**config.mk**
```make
export PLATFORM = sky130hd
export DESIGN_NAME = div_shift5
export DESIGN_NICKNAME = d
export VERILOG_FILES = /design/src/rtl/div_shift5.sv
export SDC_FILE = /design/constraint.sdc
export NUM_CORES = 1
export LEC_CHECK = 0
export CAP_MARGIN = 10
export CORE_ASPECT_RATIO = 1.1
export CORE_MARGIN = 1.5
export CORE_UTILIZATION = 55
export DETAILED_ROUTE_END_ITERATION = 8
export HOLD_SLACK_MARGIN = 0.05
export PLACE_DENSITY = 0.91
export REMOVE_ABC_BUFFERS = 1
export SLEW_MARGIN = 20
export SYNTH_ARGS = -nofsm -noshare
export SYNTH_HDL_FRONTEND = slang
export SYNTH_SLANG_ARGS = --single-unit
```
**constraint.sdc**
```tcl
create_clock -name I_CLK -period 4.6 [get_ports I_CLK]
set_input_delay 0.69 -clock I_CLK [delete_from_list [all_inputs] [get_ports I_CLK]]
set_output_delay 0.69 -clock I_CLK [all_outputs]
set_load 0.05 [all_outputs]
```
**src/rtl/div_shift5.sv**
```systemverilog
// Restoring shift-subtract divider, one quotient bit per clock.
// Unsigned DW-bit dividend by SW-bit divisor with start/done handshake.
module div_shift5 #(
  parameter int DW = 30,
  parameter int SW = 5
) (
  input  logic          I_CLK,
  input  logic          I_RST_N,
  input  logic          I_START,
  input  logic [DW-1:0] I_IN1,
  input  logic [SW-1:0] I_IN2,
  output logic          O_BUSY,
  output logic          O_DONE,
  output logic [DW-1:0] O_QUO,
  output logic [SW-1:0] O_REM,
  output logic          O_DIV0
);

  localparam int CW = $clog2(DW);

  typedef enum logic [1:0] {
    IDLE = 2'd0,
    BUSY = 2'd1,
    DONE = 2'd2
  } state_t;

  state_t        state_q, state_d;
  logic [DW-1:0] dvd_q, dvd_d;
  logic [SW-1:0] dvs_q, dvs_d;
  logic [SW-1:0] p_q, p_d;
  logic [CW-1:0] cnt_q, cnt_d;
  logic [DW-1:0] quo_q, quo_d;
  logic [SW-1:0] rem_q, rem_d;
  logic          div0_q, div0_d;

  logic [SW:0]   p_ext;
  logic          ge;
  logic [SW-1:0] p_sub;
  logic [SW-1:0] p_n;
  logic [DW-1:0] dvd_n;

  // Difference always fits SW bits when it is taken, so
  // the wrap of the narrow subtract is harmless.
  assign p_ext = {p_q, dvd_q[DW-1]};
  assign ge    = p_ext >= {1'b0, dvs_q};
  assign p_sub = p_ext[SW-1:0] - dvs_q;
  assign p_n   = ge ? p_sub : p_ext[SW-1:0];
  assign dvd_n = {dvd_q[DW-2:0], ge};

  always_comb begin
    state_d = state_q;
    dvd_d   = dvd_q;
    dvs_d   = dvs_q;
    p_d     = p_q;
    cnt_d   = cnt_q;
    quo_d   = quo_q;
    rem_d   = rem_q;
    div0_d  = div0_q;
    unique case (state_q)
      BUSY: begin
        dvd_d = dvd_n;
        p_d   = p_n;
        cnt_d = cnt_q + 1'b1;
        if (cnt_q == CW'(DW-1)) begin
          state_d = DONE;
          cnt_d   = '0;
          quo_d   = dvd_n;
          rem_d   = p_n;
          div0_d  = 1'b0;
        end
      end
      IDLE, DONE: begin
        state_d = IDLE;
        if (I_START) begin
          dvd_d = I_IN1;
          dvs_d = I_IN2;
          p_d   = '0;
          cnt_d = '0;
          if (I_IN2 == '0) begin
            state_d = DONE;
            quo_d   = '1;
            rem_d   = '0;
            div0_d  = 1'b1;
          end else begin
            state_d = BUSY;
          end
        end
      end
      default: state_d = IDLE;
    endcase
  end

  always_ff @(posedge I_CLK or negedge I_RST_N) begin
    if (!I_RST_N) begin
      state_q <= IDLE;
      dvd_q   <= '0;
      dvs_q   <= '0;
      p_q     <= '0;
      cnt_q   <= '0;
      quo_q   <= '0;
      rem_q   <= '0;
      div0_q  <= 1'b0;
    end else begin
      state_q <= state_d;
      dvd_q   <= dvd_d;
      dvs_q   <= dvs_d;
      p_q     <= p_d;
      cnt_q   <= cnt_d;
      quo_q   <= quo_d;
      rem_q   <= rem_d;
      div0_q  <= div0_d;
    end
  end

  assign O_BUSY = (state_q == BUSY);
  assign O_DONE = (state_q == DONE);
  assign O_QUO  = quo_q;
  assign O_REM  = rem_q;
  assign O_DIV0 = div0_q;

endmodule
```
After elaboration in Yosys (flattened, before gate mapping)
Cells that the tools add are included.
{ "word_totals": {"ff_bits": 83, "latchBits": 0, "mem_bits_rw": 0, "romBits": 0, "inputBits": 38, "out_inout_bits": 38, "elab_cells": 47, "n_memories": 0} }
{ "classes": {"addsub": 2, "n_mul": 0, "div_mod_pow": 0, "magnitude_cmp": 1, "eq_ne": 6, "shifts": 0, "mux": 23, "n_bitwise": 0, "n_reduce_logical": 7} }
{ "op_table": {"columns": ["operator", "n"], "rows": [
  ["$mux W30", 4],
  ["$pmux W30 S2", 2],
  ["$mux W5", 6],
  ["$pmux W5 S2", 3],
  ["$ge A6 B5 Y1", 1],
  ["$mux W2", 3],
  ["$add A5 B1 Y5 const B", 1],
  ["$eq A5 B5 Y1 const B", 1],
  ["$logic_not A5 Y1", 1],
  ["$sub A5 B5 Y5", 1],
  ["$ne A2 B2 Y1 const B", 2],
  ["$pmux W2 S2", 1],
  ["$reduce_and A2 Y1", 2],
  ["$reduce_and A4 Y1", 1],
  ["$mux W1", 3],
  ["$eq A2 B1 Y1 const B", 1],
  ["$eq A2 B2 Y1 const B", 1],
  ["$logic_not A2 Y1", 1],
  ["$ne A2 B1 Y1 const B", 1],
  ["$pmux W1 S2", 1],
  ["$reduce_bool A2 Y1", 1],
  ["$reduce_or A2 Y1", 1]
]} }

Logic depth before layout (Yosys ltp)
{ "logic_depth": {"ltp_word": 4, "depth_mapped": 8} }

Worst setup path after synthesis
No wires, ideal clock.
{ "synth_timing": {"kind": "reg2out", "start": "register state_q[0]", "end": "output O_DONE", "arrival_time_ns": 1.437, "required_time_ns": 3.910, "setup_slack_ns": 2.473, "path_stages_with_launch": 4, "path_buffers": 2, "cell_sequence": "dfrtp_1 > buf_4 > clkbuf_1 > nor2_1"} }
{ "synth_via": {"elab_chain_cells": 1} }
{ "synth_rtl": {"columns": ["item", "line", "rtl"], "rows": [
  ["from (decl)", "27", "state_t state_q, state_d;"],
  ["from (signal assigned)", "104", "state_q <= state_d;"],
  ["$eq A2 B2 Y1", "116", "assign O_DONE = (state_q == DONE);"],
  ["to (decl)", "13", "output logic O_DONE,"]
]} }
No other way between the ends.

Final worst setup path
{ "layout_timing": {"start": "register state_q[0]", "end": "output O_BUSY"} }
{ "layout_via": {"elab_chain_cells": 1} }
{ "layout_rtl": {"columns": ["item", "line", "rtl"], "rows": [
  ["$eq A2 B1 Y1", "115", "assign O_BUSY = (state_q == BUSY);"],
  ["to (decl)", "12", "output logic O_BUSY,"]
]} }
No other way between the ends.

==> results.cfg <==
[floorplanning]
initial_utilization_pct = 56.5
die_area_sq_um = 7200
fp-row-count = 31
die_x_um = 81.0
die-height_um = 88.8
core_sq_um = 6520
ios = 76

[sta]
drv_slew = 0
grt_setup_unrepaired = false
finalSetupViolations = 0
worst-slew-pin-transition_ns = 0.858
hold_violations = 0
fmax_mhz = 341
skew_ns = 0.00739
setup_tns_ns = 0
fin_crit_ns = 2.93
finalCritPeriodShare_pct = 63.7
max_slew_margin_pct = 42.7

[worst_setup_path]
crit_arrival_ns = 2.24
crit_required_ns = 3.91
critPathLaunchType = flip-flop
crit_type = reg -> out
cp_max_fo = 20
endpoint_kind = output pin

[yosys]
ys_seq_area_share_pct = 56.4
synth_area_per_cell_sq_um = 11.5
yosys-top-cells-count = dfrtp_1, nand2_1, o21ai_0
yosys_warnings = 0
syn_area_sq_um = 3680
yosysMostFrequentCell = dfrtp_1
synthDistinctLibCells = 39
yosysTopAreaCellShare_pct = 56.4
async_reset_ff_share_pct = 100
synthFlopType = dfrtp_1
yosysTopAreaCell = dfrtp_1
synth_area_leaders = dfrtp_1, mux2i_1, o22a_1
synth_edf_count = 0
ys_ff_latch = 83
syn-instance-count = 321

[final_layout]
antenna_cells = 0
nFillCells = 452
finalNonFillerCells = 477
fin_nets = 437
drive_gt1_share_pct = 7.59
synthToLayoutAreaGrowth_pct = 26.7

[grt]
grt_start_max_net_pins = 84
gr-total-overflow = 0
grtUsageTotal_pct = 24.6
grt_pass1_wl_um = 13200
antenna_found_initial = 0
grt_pass1_vias = 2800

[power_and_ir_drop]
power.share.clock_pct = 15.6
comb_power_share_pct = 48.5
power_frac_seq_pct = 35.8
max-vdd-ir-drop_mv = 0.543
swShare_pct = 43.3
leakagePower_nw = 2.14
power.switching_mw = 1.62
finalPower_mw = 3.75
power_density_nw_per_um2 = 802
p_int_mw = 2.12

[clock_network]
cts_max_level = 3
clockBufferDepth = 2
clk_latency_ns = 0.34
clk_pin_slew_ns = 0.08
post_cts_buffers = 0
cts_hold_buf = 0
root_buffer = clkbuf_8
cts_tree = yes
ctsResizeCount = 0
cts_sinks = 83
cts_buffers = 9

[routing]
postRouteAntennaNets = 0
drc = 0
wl_um = 8100
wl_per_cell_um = 17.0
routed_via_density = 5.69
first_pass_iters = 4
vias = 2715
first_iter_violations = 184

[placed_design]
io_buffers = 75
post-dp-hpwl_um = 5510
dpl.cell_count = 462
gp_congestion = 0.850

[flow_run]
maxCapViolations = 0

[worst_hold_path]
hold_path_class = in -> async

[outcome]
status = completed
-- power groups by stage --
stage / registers [mW] / logic [mW] / clock network [mW]
after floorplan: 1.74 / 0.826 / 0
after detailed placement: 1.35 / 1.82 / 0
after global placement: 1.33 / 1.75 / 0
final: 1.34 / 1.82 / 0.585
after CTS: 1.34 / 1.83 / 0.594
after global routing: 1.39 / 1.95 / 0.634
-- state kept, by name, summed over array words and instances, names as in the netlist --
name	flops
dvd_q	30
O_REM	5
O_QUO	30
p_q	5
cnt_q	5
dvs_q	5
state_q	2
O_DIV0	1
-- worst max-delay path, cell delays in order (launching register included) --
cell and delay (ns):
dfrtp_2 0.70, nand2_2 0.17, inv_2 0.19, clkdlybuf4s50_1 0.83
-- layout by cell type, fill, tap and decap left out, drive strengths merged, types with 2 or more instances in the layout --
cell            n
a21oi           2
bufinv          2
ha              7
nand2          47
clkbuf         11
buf             4
mux2i          35
nor2            9
o21ai          47
nand3           2
o22a           30
a32o            2
inv            14
dfrtp          83
clkdlybuf4s50  74
a22o            4
xor2            3
a22oi           3
o2bb2ai         2
clkinv          2
nor3            2
nand2b          2
-- worst paths after layout --
check / from / to / slack (ns) / cells after the start
worst max-delay path: state_q[0] / O_BUSY / 1.67 / 3
worst min-delay path: I_RST_N / O_REM[1] / 0.38 / 1
worst max register to register: state_q[0] / cnt_q[2] / 2.23 / 5
worst min register to register: O_QUO[7] / O_QUO[7] / 0.50 / 1
max in group asynchronous: I_RST_N / state_q[0] / 3.69 / 1
min in group I_CLK: O_QUO[7] / O_QUO[7] / 0.50 / 1
-- logic make-up after synthesis --
family	after synthesis	share of synthesized area [%]
adders and majority gates	8	2.92
AOI/OAI and AO/OA	92	17.5
xor gates and xnor gates	4	0.952
buffers and inverters	33	4.93
DFF	83	56.4
and+or+nand+nor	66	7.82
muxes	35	9.51
-- final cells by class --
class / instances / area [sq um] / share of cell area [%]
Sequential cell: 83 / 2080 / 44.5
Clock inverter: 4 / 73.8 / 1.58
Tap cell: 82 / 103 / 2.20
Inverter: 14 / 57.6 / 1.23
Timing Repair Buffer: 78 / 774 / 16.6
Multi-Input combinational cell: 205 / 1430 / 30.6
Clock buffer: 11 / 151 / 3.24
-- metrics by stage --
stage	utilization [%]	worst slack [ns]	instance area [sq um]	hold slack [ns]
floorplan	-	1.31	3560	0.394
global placement	68.1	1.76	4440	0.471
detailed placement	68.1	1.63	4440	0.476
CTS	71.6	1.66	4660	0.498
global route	71.6	1.59	4670	0.443
finish	71.6	1.67	4670	0.383
-- layer usage --
layer / up-vias / GRT usage (%) / part of all wire, %
li1: 1269 / - / -
met4: 0 / 10.0 / 1.3
met1: 1361 / 31.3 / 42
met2: 76 / 41.7 / 52
met5: - / 0 / 0
met3: 9 / 4.33 / 4.6
No activity file was read; power rests on OpenSTA's default activity.
